`src/rtl/mfp_io_debounce.sv`:
```
// Switch/pushbutton conditioner: per-bit synchroniser plus debounce filter in HCLK.
// Define MFP_DB_EDGE_EN to build the registered pb_press / pb_release pulse outputs.
module mfp_io_debounce #(
    parameter int N_SW        = 16,
    parameter int N_PB        = 6,
    parameter int DB_CYCLES   = 250000,
    parameter int SYNC_STAGES = 2
) (
    input  logic            HCLK,
    input  logic            HRESETn,
    input  logic [N_SW-1:0] sw_raw,
    input  logic [N_PB-1:0] pb_raw,
    output logic [N_SW-1:0] sw_db,
    output logic [N_PB-1:0] pb_db,
    output logic [N_PB-1:0] pb_press,
    output logic [N_PB-1:0] pb_release
);

    localparam int N  = N_SW + N_PB;
    localparam int CW = $clog2(DB_CYCLES + 1);
    localparam logic [CW-1:0] CNT_LAST = CW'(DB_CYCLES - 1);

    typedef enum logic {
        ST_STABLE   = 1'b0,
        ST_COUNTING = 1'b1
    } db_state_e;

    logic [N-1:0]                  raw_all;
    logic [SYNC_STAGES-1:0][N-1:0] sync_q;
    logic [N-1:0]                  sync_bits;
    logic [N-1:0]                  db_all;

    assign raw_all   = {pb_raw, sw_raw};
    assign sync_bits = sync_q[SYNC_STAGES-1];

    // NOTE: sequential state uses non-blocking assignments so every stage samples pre-edge values.
    always_ff @(posedge HCLK or negedge HRESETn) begin
        if (!HRESETn) begin
            sync_q <= '0;
        end else begin
            sync_q <= {sync_q[SYNC_STAGES-2:0], raw_all};
        end
    end

    for (genvar i = 0; i < N; i++) begin : g_filter
        db_state_e     state_q, state_d;
        logic [CW-1:0] cnt_q, cnt_d;
        logic          db_q, db_d;

        // cnt_q holds how many consecutive mismatching samples have been taken;
        // db flips on the DB_CYCLES-th one, so a DB_CYCLES-cycle pulse just passes.
        always_comb begin
            // NOTE: defaults first so every path assigns every output and no latch is inferred.
            state_d = state_q;
            cnt_d   = cnt_q;
            db_d    = db_q;
            case (state_q)
                ST_STABLE: begin
                    if (sync_bits[i] != db_q) begin
                        if (DB_CYCLES == 1) begin
                            db_d = sync_bits[i];
                        end else begin
                            state_d = ST_COUNTING;
                            cnt_d   = CW'(1);
                        end
                    end
                end
                ST_COUNTING: begin
                    if (sync_bits[i] == db_q) begin
                        state_d = ST_STABLE;
                        cnt_d   = '0;
                    end else if (cnt_q == CNT_LAST) begin
                        state_d = ST_STABLE;
                        cnt_d   = '0;
                        db_d    = sync_bits[i];
                    end else begin
                        cnt_d = cnt_q + CW'(1);
                    end
                end
                default: begin
                    state_d = ST_STABLE;
                    cnt_d   = '0;
                end
            endcase
        end

        always_ff @(posedge HCLK or negedge HRESETn) begin
            if (!HRESETn) begin
                state_q <= ST_STABLE;
                cnt_q   <= '0;
                db_q    <= 1'b0;
            end else begin
                state_q <= state_d;
                cnt_q   <= cnt_d;
                db_q    <= db_d;
            end
        end

        assign db_all[i] = db_q;
    end

    assign sw_db = db_all[N_SW-1:0];
    assign pb_db = db_all[N-1:N_SW];

`ifdef MFP_DB_EDGE_EN
    logic [N_PB-1:0] pb_prev_q;
    logic [N_PB-1:0] press_q;
    logic [N_PB-1:0] release_q;

    always_ff @(posedge HCLK or negedge HRESETn) begin
        if (!HRESETn) begin
            pb_prev_q <= '0;
            press_q   <= '0;
            release_q <= '0;
        end else begin
            pb_prev_q <= pb_db;
            press_q   <= pb_db & ~pb_prev_q;
            release_q <= ~pb_db & pb_prev_q;
        end
    end

    assign pb_press   = press_q;
    assign pb_release = release_q;
`else
    assign pb_press   = '0;
    assign pb_release = '0;
`endif

endmodule

```
`config.mk`:
```
export PLATFORM = sky130hd
export DESIGN_NAME = mfp_io_debounce
export DESIGN_NICKNAME = d
export VERILOG_FILES = /design/src/rtl/mfp_io_debounce.sv
export SDC_FILE = /design/constraint.sdc
export NUM_CORES = 1
export LEC_CHECK = 0
export CAP_MARGIN = 20
export CORE_ASPECT_RATIO = 1.2
export CORE_MARGIN = 2
export CORE_UTILIZATION = 32
export CTS_BUF_LIST = sky130_fd_sc_hd__clkbuf_8
export CTS_CLUSTER_SIZE = 12
export DETAILED_ROUTE_END_ITERATION = 7
export DONT_BUFFER_PORTS = 1
export PLACE_DENSITY_LB_ADDON = 0.2
export SYNTH_ARGS = -nofsm -noshare
export SYNTH_HDL_FRONTEND = slang
export SYNTH_SLANG_ARGS = --single-unit
```
`constraint.sdc`:
```
create_clock -name HCLK -period 3.4 [get_ports HCLK]
set_clock_uncertainty 0.2 [all_clocks]
set_input_delay 0.68 -clock HCLK [delete_from_list [all_inputs] [get_ports HCLK]]
set_output_delay 0.68 -clock HCLK [all_outputs]
set_load 0.01 [all_outputs]
```
==> qor.txt, run 1 <==
Final nets = 2765
P per Cell Area = 448 nW/um^2
Synth warnings = 0
clk slew on worst S/H paths = 0.06 ns
share of layout cells above drive strength 1 = 8.37%
met2 wire length = 26400 um
Crit Reg-Reg Startpoint = g_filter[4].cnt_q[0]
final wirelength = 55300 um
clk_lat worst skew = 0.69 ns
Antenna Nets Post-Route = 0
CTS tree = built
period utilization = 82.2%
total congestion overflow = 0
CTS buffer count = 89
final hold vios = 484
Peak VDD IR = 0.000281 V
Die ar. = 81300 sq um
Req. time, crit path = 3.80 ns
DR iter-0 viols = 1227
Final min period = 2.80 ns
mean post-synth cell area = 9.27 sq um
Unique masters post-synth = 73
I/O pins = 58
Crit path arrival time = 3.19 ns
DP HPWL = 34200 um
Area Overhead vs Synth = 11.3%
mux contribution to synthesized area = 3.22%
Top FF cell, synth = dfrtp_1
antenna violations before repair = 1
Fmax achieved = 0.358 GHz
routability cong. = 0.806
Core Footprint = 78100 sq um
DR pass1 iterations = 5
Post-Syn Area = 25300 sq um
# port buffers = 0
largest net degree at the start of global routing = 485
Starting Density = 32.4%
Worst Hold Class = in -> async
Mapped Cells = 2730
adder-cell share of the synthesized area = 1.09%
R2R setup slack = 0.60 ns
vias per cell = 5.48
Metal-1 WL = 25500 um
pre-CTS setup slack = 0.584 ns
cts hold-fix bufs = 22
placement row count = 112
Wirelength per Cell = 14.5 um
fin worst setup slack = 0.604 ns
Max Used Layer = met4
vias in the first global route = 20.3k
overall die width = 261 um
Startpoint Class = register
Setup CP Type = reg -> reg
main combinational cell family by area after synthesis = simple AND/OR/NAND/NOR gates
simple-gate share of the synthesized area = 23.6%
Seq/Total Area, Yosys = 47.9%
# DRC = 0
failing checks = hold timing
worst r2r dst = g_filter[4].cnt_q[14]
CTS sink cnt = 484
CP Max Fanout = 17
Post-synth EDFFs = 0
Die H = 312 um
final setup vio count = 0
max_slew headroom = 25.6%
RSZ-0062 raised after global routing = no
Synth Area in Compound Gates = 18.8%
worst hold margin = -0.470 ns
R2R cell count = 7
Synth async-reset ratio = 100%
H-tree Lvls = 3
Vias = 20.9k
metal3 WL = 2360 um
flops & latches, synth = 484
setup_tns = 0 ns
CTS Buffer Depth = 3
Crit. End Element = register
first-pass GRT wire length = 95900 um
gr usage total = 13.6%
max-slew violations = 0
Max-cap violations = 0
root buffer cell = clkbuf_8
outcome = finished, violations left
xor and xnor fraction of the mapped netlist area = 1.04%
Leakage Power = 11.6 nW
Worst-Margin Slew = 1.12 ns
-- cells in the final DEF (no fill, tap or decap), types with 24 or more instances in the layout --
cell type,n
nand2b_1,51
nand3_1,216
a31oi_1,236
o21ai_0,99
mux2_2,28
clkbuf_8,115
and3_1,62
a21o_1,25
dfrtp_1,484
nand4_1,95
nor4_1,44
a41oi_1,67
a22o_1,42
nor3_1,41
inv_1,92
and2_1,24
nor2_1,143
a21oi_1,216
mux2i_1,50
nand2_1,321
-- kinds of logic after synthesis --
group	count (synthesis)
AO/OA/AOI/OAI	756
XOR/XNOR	30
adder cells (fa/ha/maj)	22
buffers and inverters	225
flip-flops	484
multiplexers	78
other	1
AND/OR/NAND/NOR	1134
-- worst max-delay path by stage --
| stage | cells after the start | from | end | slack, ns |
|---|---|---|---|---|
| floorplan | 8 | g_filter[4].cnt_q[0] | g_filter[4].cnt_q[5] | 1.21 |
| global placement | 7 | g_filter[4].cnt_q[0] | g_filter[4].cnt_q[14] | 0.73 |
| detailed placement | 7 | g_filter[4].cnt_q[0] | g_filter[4].cnt_q[14] | 0.58 |
| CTS | 7 | g_filter[4].cnt_q[0] | g_filter[4].cnt_q[14] | 0.61 |
| global route | 7 | g_filter[4].cnt_q[0] | g_filter[4].cnt_q[14] | 0.36 |
| finish | 7 | g_filter[4].cnt_q[0] | g_filter[4].cnt_q[14] | 0.60 |
-- layout make-up --
type	count	area, sq um
antenna	1	2.50
clock buffer	115	1580
clock inverter	41	349
fill	7752	49900
inverter	70	263
multi-input combinational	2032	12200
sequential	484	12100
tap	1026	1280
timing repair buffer	42	400
-- power by group --
group          internal (W)  switching, W  leakage [nW]  total [W]
registers           0.00588      0.000117          6.54    0.00600
logic              0.000217      0.000358          3.98   0.000576
clock network       0.00348       0.00256          1.07    0.00604
total               0.00958       0.00303          11.6     0.0126
-- through the flow --
stage	instance area [sq um]	power [W]	util, %	std cells
final	28200	0.0126	36.1	3811
after global routing	28200	0.0133	36.1	3811
after CTS	28100	0.0129	36.0	3806
after detailed placement	25900	0.00665	33.2	3628
after global placement	25900	0.00662	33.2	3628
after floorplan	25300	0.00654	-	2741
-- cells in the mapped netlist, types with 18 or more instances --
master | instances | area, sq um
dfrtp_1 | 484 | 12100
nand2_1 | 321 | 1200
a31oi_1 | 236 | 1480
a21oi_1 | 224 | 1120
nand3_1 | 216 | 1080
nor2_1 | 143 | 537
o21ai_0 | 99 | 495
nand4_1 | 95 | 594
inv_1 | 70 | 263
clkbuf_1 | 68 | 255
a41oi_1 | 67 | 587
and3_1 | 62 | 388
nand2b_1 | 51 | 319
mux2i_1 | 50 | 500
nor4_1 | 44 | 275
a22o_1 | 42 | 368
nor3_1 | 41 | 205
buf_2 | 37 | 185
buf_4 | 36 | 270
mux2_2 | 28 | 315
a21o_1 | 25 | 188
and2_1 | 24 | 150
ha_1 | 22 | 275
xor2_1 | 19 | 166
and4_1 | 18 | 158
-- state kept, by name, indices dropped and copies added (netlist names) --
register / count
sync_bits: 22
sync_q: 22
g_filter.cnt_q: 396
g_filter.state_q: 22
g_filter.db_q: 22
-- routing by layer --
layer	vias up	GRT usage, %
met1	10200	17.0
met3	83	2.69
li1	10200	-
met2	351	23.1
met5	-	0
met4	0	4.91
-- worst max-delay path, stage by stage (launching register included) --
cell and delay (ns):
dfrtp_1 0.42, ha_1 0.25, nand3_1 0.19, nor4b_1 0.11, a311oi_2 0.89, buf_4 0.36, a41oi_1 0.13, a31oi_1 0.17
-- timing repair --
item                                   CTS  global route
gates resized for setup                  0             0
endpoints found under the hold margin  506           484
setup buffers                            0             0
Power figures use the tool's default switching activity.
==> run 2, diff against run 1 <==
==> constraint.sdc (replaced) <==
create_clock -name HCLK -period 2.5 [get_ports HCLK]
set_clock_uncertainty 0.2 [all_clocks]
set_input_delay 0.5 -clock HCLK [delete_from_list [all_inputs] [get_ports HCLK]]
set_output_delay 0.5 -clock HCLK [all_outputs]
set_load 0.01 [all_outputs]
==> run 2 against run 1 <==
Effect of this change: critical path type unchanged; non-clock buffer count up 61; worst setup slack got worse by 0.43 ns; design area increased by 1.4%; largest power group is now sequential cells; count of clock-buffer cells in the layout shrank 4; routed wire length increased by 0.96%; the flow still finishes with violations (hold timing).
==> qor.txt, run 2 (synthesis gave the netlist of run 1 again) <==
outcome = finished, violations left
failing checks = hold timing
DR iter-0 viols = 1418
Die ar. = 81300 sq um
Crit path arrival time = 2.66 ns
overall power = 0.0169 W
met3 usage = 2.75%
CP top delay family = simple AND/OR/NAND/NOR gates
CP max stage cell = o311a_1
first-pass GRT wire length = 96400 um
routability cong. = 0.798
antenna violations before repair = 1
max reg flops = 396
Antenna Nets Post-Route = 0
met1 usage = 17.3%
CP peak stage delay = 0.49 ns
fin util = 36.6%
DR pass1 iterations = 7
Final Non-Filler Cells = 3878
Crit. End Element = register
# port buffers = 0
clk_lat worst skew = 0.69 ns
CTS buffer count = 90
Worst Hold Class = in -> async
CTS sink cnt = 484
final hold vios = 484
Max-cap violations = 0
met2 Track Usage GR = 22.9%
Final nets = 2827
Wirelength per Cell = 14.4 um
Starting Density = 32.4%
share of layout cells above drive strength 1 = 10.1%
crit path cell chain = nor4_1 > nand4_1 > o311a_1 > and3_1 > a221o_1
# DRC = 0
gr usage total = 13.6%
Req. time, crit path = 2.84 ns
largest net degree at the start of global routing = 485
placement row count = 112
Fmax achieved = 0.430 GHz
root buffer cell = clkbuf_8
Leakage Power = 11.9 nW
Biggest register = g_filter.cnt_q
CTS tree = built
Area Overhead vs Synth = 12.9%
Vias = 21.0k
commonest non-fill, non-tap cell in the layout = dfrtp_1
vias per cell = 5.42
grt peak-use layer = met2
Peak VDD IR = 0.000423 V
max-slew violations = 0
Die H = 312 um
vias in the first global route = 20.6k
Startpoint Class = register
max_slew headroom = 37.4%
R2R cell count = 5
placed cells = 3693
worst hold margin = -0.661 ns
Core Footprint = 78100 sq um
Setup CP Type = reg -> reg
Final min period = 2.32 ns
P per Cell Area = 591 nW/um^2
period utilization = 92.9%
RSZ-0062 raised after global routing = no
Critical Path Stages = 5
final setup vio count = 0
DP HPWL = 35300 um
overall die width = 261 um
total congestion overflow = 0
most frequent cells in the layout = dfrtp_1 (484), nand2_1 (321), a31oi_1 (236)
clk slew on worst S/H paths = 0.06 ns
CP Max Fanout = 14
CTS Buffer Depth = 3
number of fill cells = 7806
setup_tns = 0 ns
final wirelength = 55900 um
Buf+Inv Stages, Crit Path = 0
H-tree Lvls = 3
cts hold-fix bufs = 22
I/O pins = 58
Worst-Margin Slew = 0.940 ns
-- run 2: cell count changes in the layout (fill, tap and decap cells not counted), moves of 2 or more --
| cell | change |
|---|---|
| inv_1 | +12 |
| buf_8 | -4 |
| clkbuf_8 | -4 |
| buf_12 | +2 |
| diode_2 | +2 |
| a21oi_2 | -2 |
| bufinv_16 | -2 |
| a21oi_4 | +2 |
| buf_4 | +63 |
| clkinvlp_4 | -3 |
-- run 2: path summary, 6_finish.rpt --
check	startpoint	endpoint	slack [ns]
setup / recovery	g_filter[20].cnt_q[9]	g_filter[20].cnt_q[11]	0.18
hold / removal	HRESETn	g_filter[11].cnt_q[17]	-0.66
setup reg to reg	g_filter[20].cnt_q[9]	g_filter[20].cnt_q[11]	0.18
hold reg to reg	sync_q[14]	sync_bits[14]	0.14
max in group asynchronous	HRESETn	sync_bits[8]	1.99
min in group HCLK	sync_q[14]	sync_bits[14]	0.14
-- run 2: power by group --
part	internal (W)	total (W)	leakage, nW	switching (W)
Clock	0.00441	0.00791	1.08	0.00350
Combinational	0.000323	0.000818	4.30	0.000495
Sequential	0.00800	0.00816	6.54	0.000163
-- run 2: layout make-up --
cell class	instances	area, sq um	area share, %
diodes	3	7.51	0.0263
flip-flops and latches	484	12100	42.4
inverters	70	263	0.920
multi-input cells	2032	12200	42.7
repair buffers	103	853	2.99
clock inverters	49	319	1.12
clock buffers	111	1530	5.35
well taps	1026	1280	4.50
-- run 2: through the flow --
step	cell area, sq um	worst slack, ns
4_1_cts	28500	0.137
3_3_place_gp	26500	0.0439
5_1_grt	28600	0.0195
2_1_floorplan	25300	0.311
6_report	28600	0.177
3_5_place_dp	26500	-0.0149
-- run 2: repair_timing --
action,CTS,global route
pin swaps,0,0
endpoints found under the hold margin,506,484
setup endpoints to repair,2,17
setup buffers,0,0
resized for setup,1,3
-- run 2: worst reg2reg max path, cell delays in order, from the launching register on --
cell and delay [ns]:
dfrtp_1 0.44, nor4_1 0.38, nand4_1 0.18, o311a_1 0.49
and3_1 0.24, a221o_1 0.25
-- run 2: per-layer routing --
metal	vias up	routed length, um
met2	345	26800
met5	-	0
met4	0	1090
li1	10400	-
met3	81	2290
met1	10200	25700
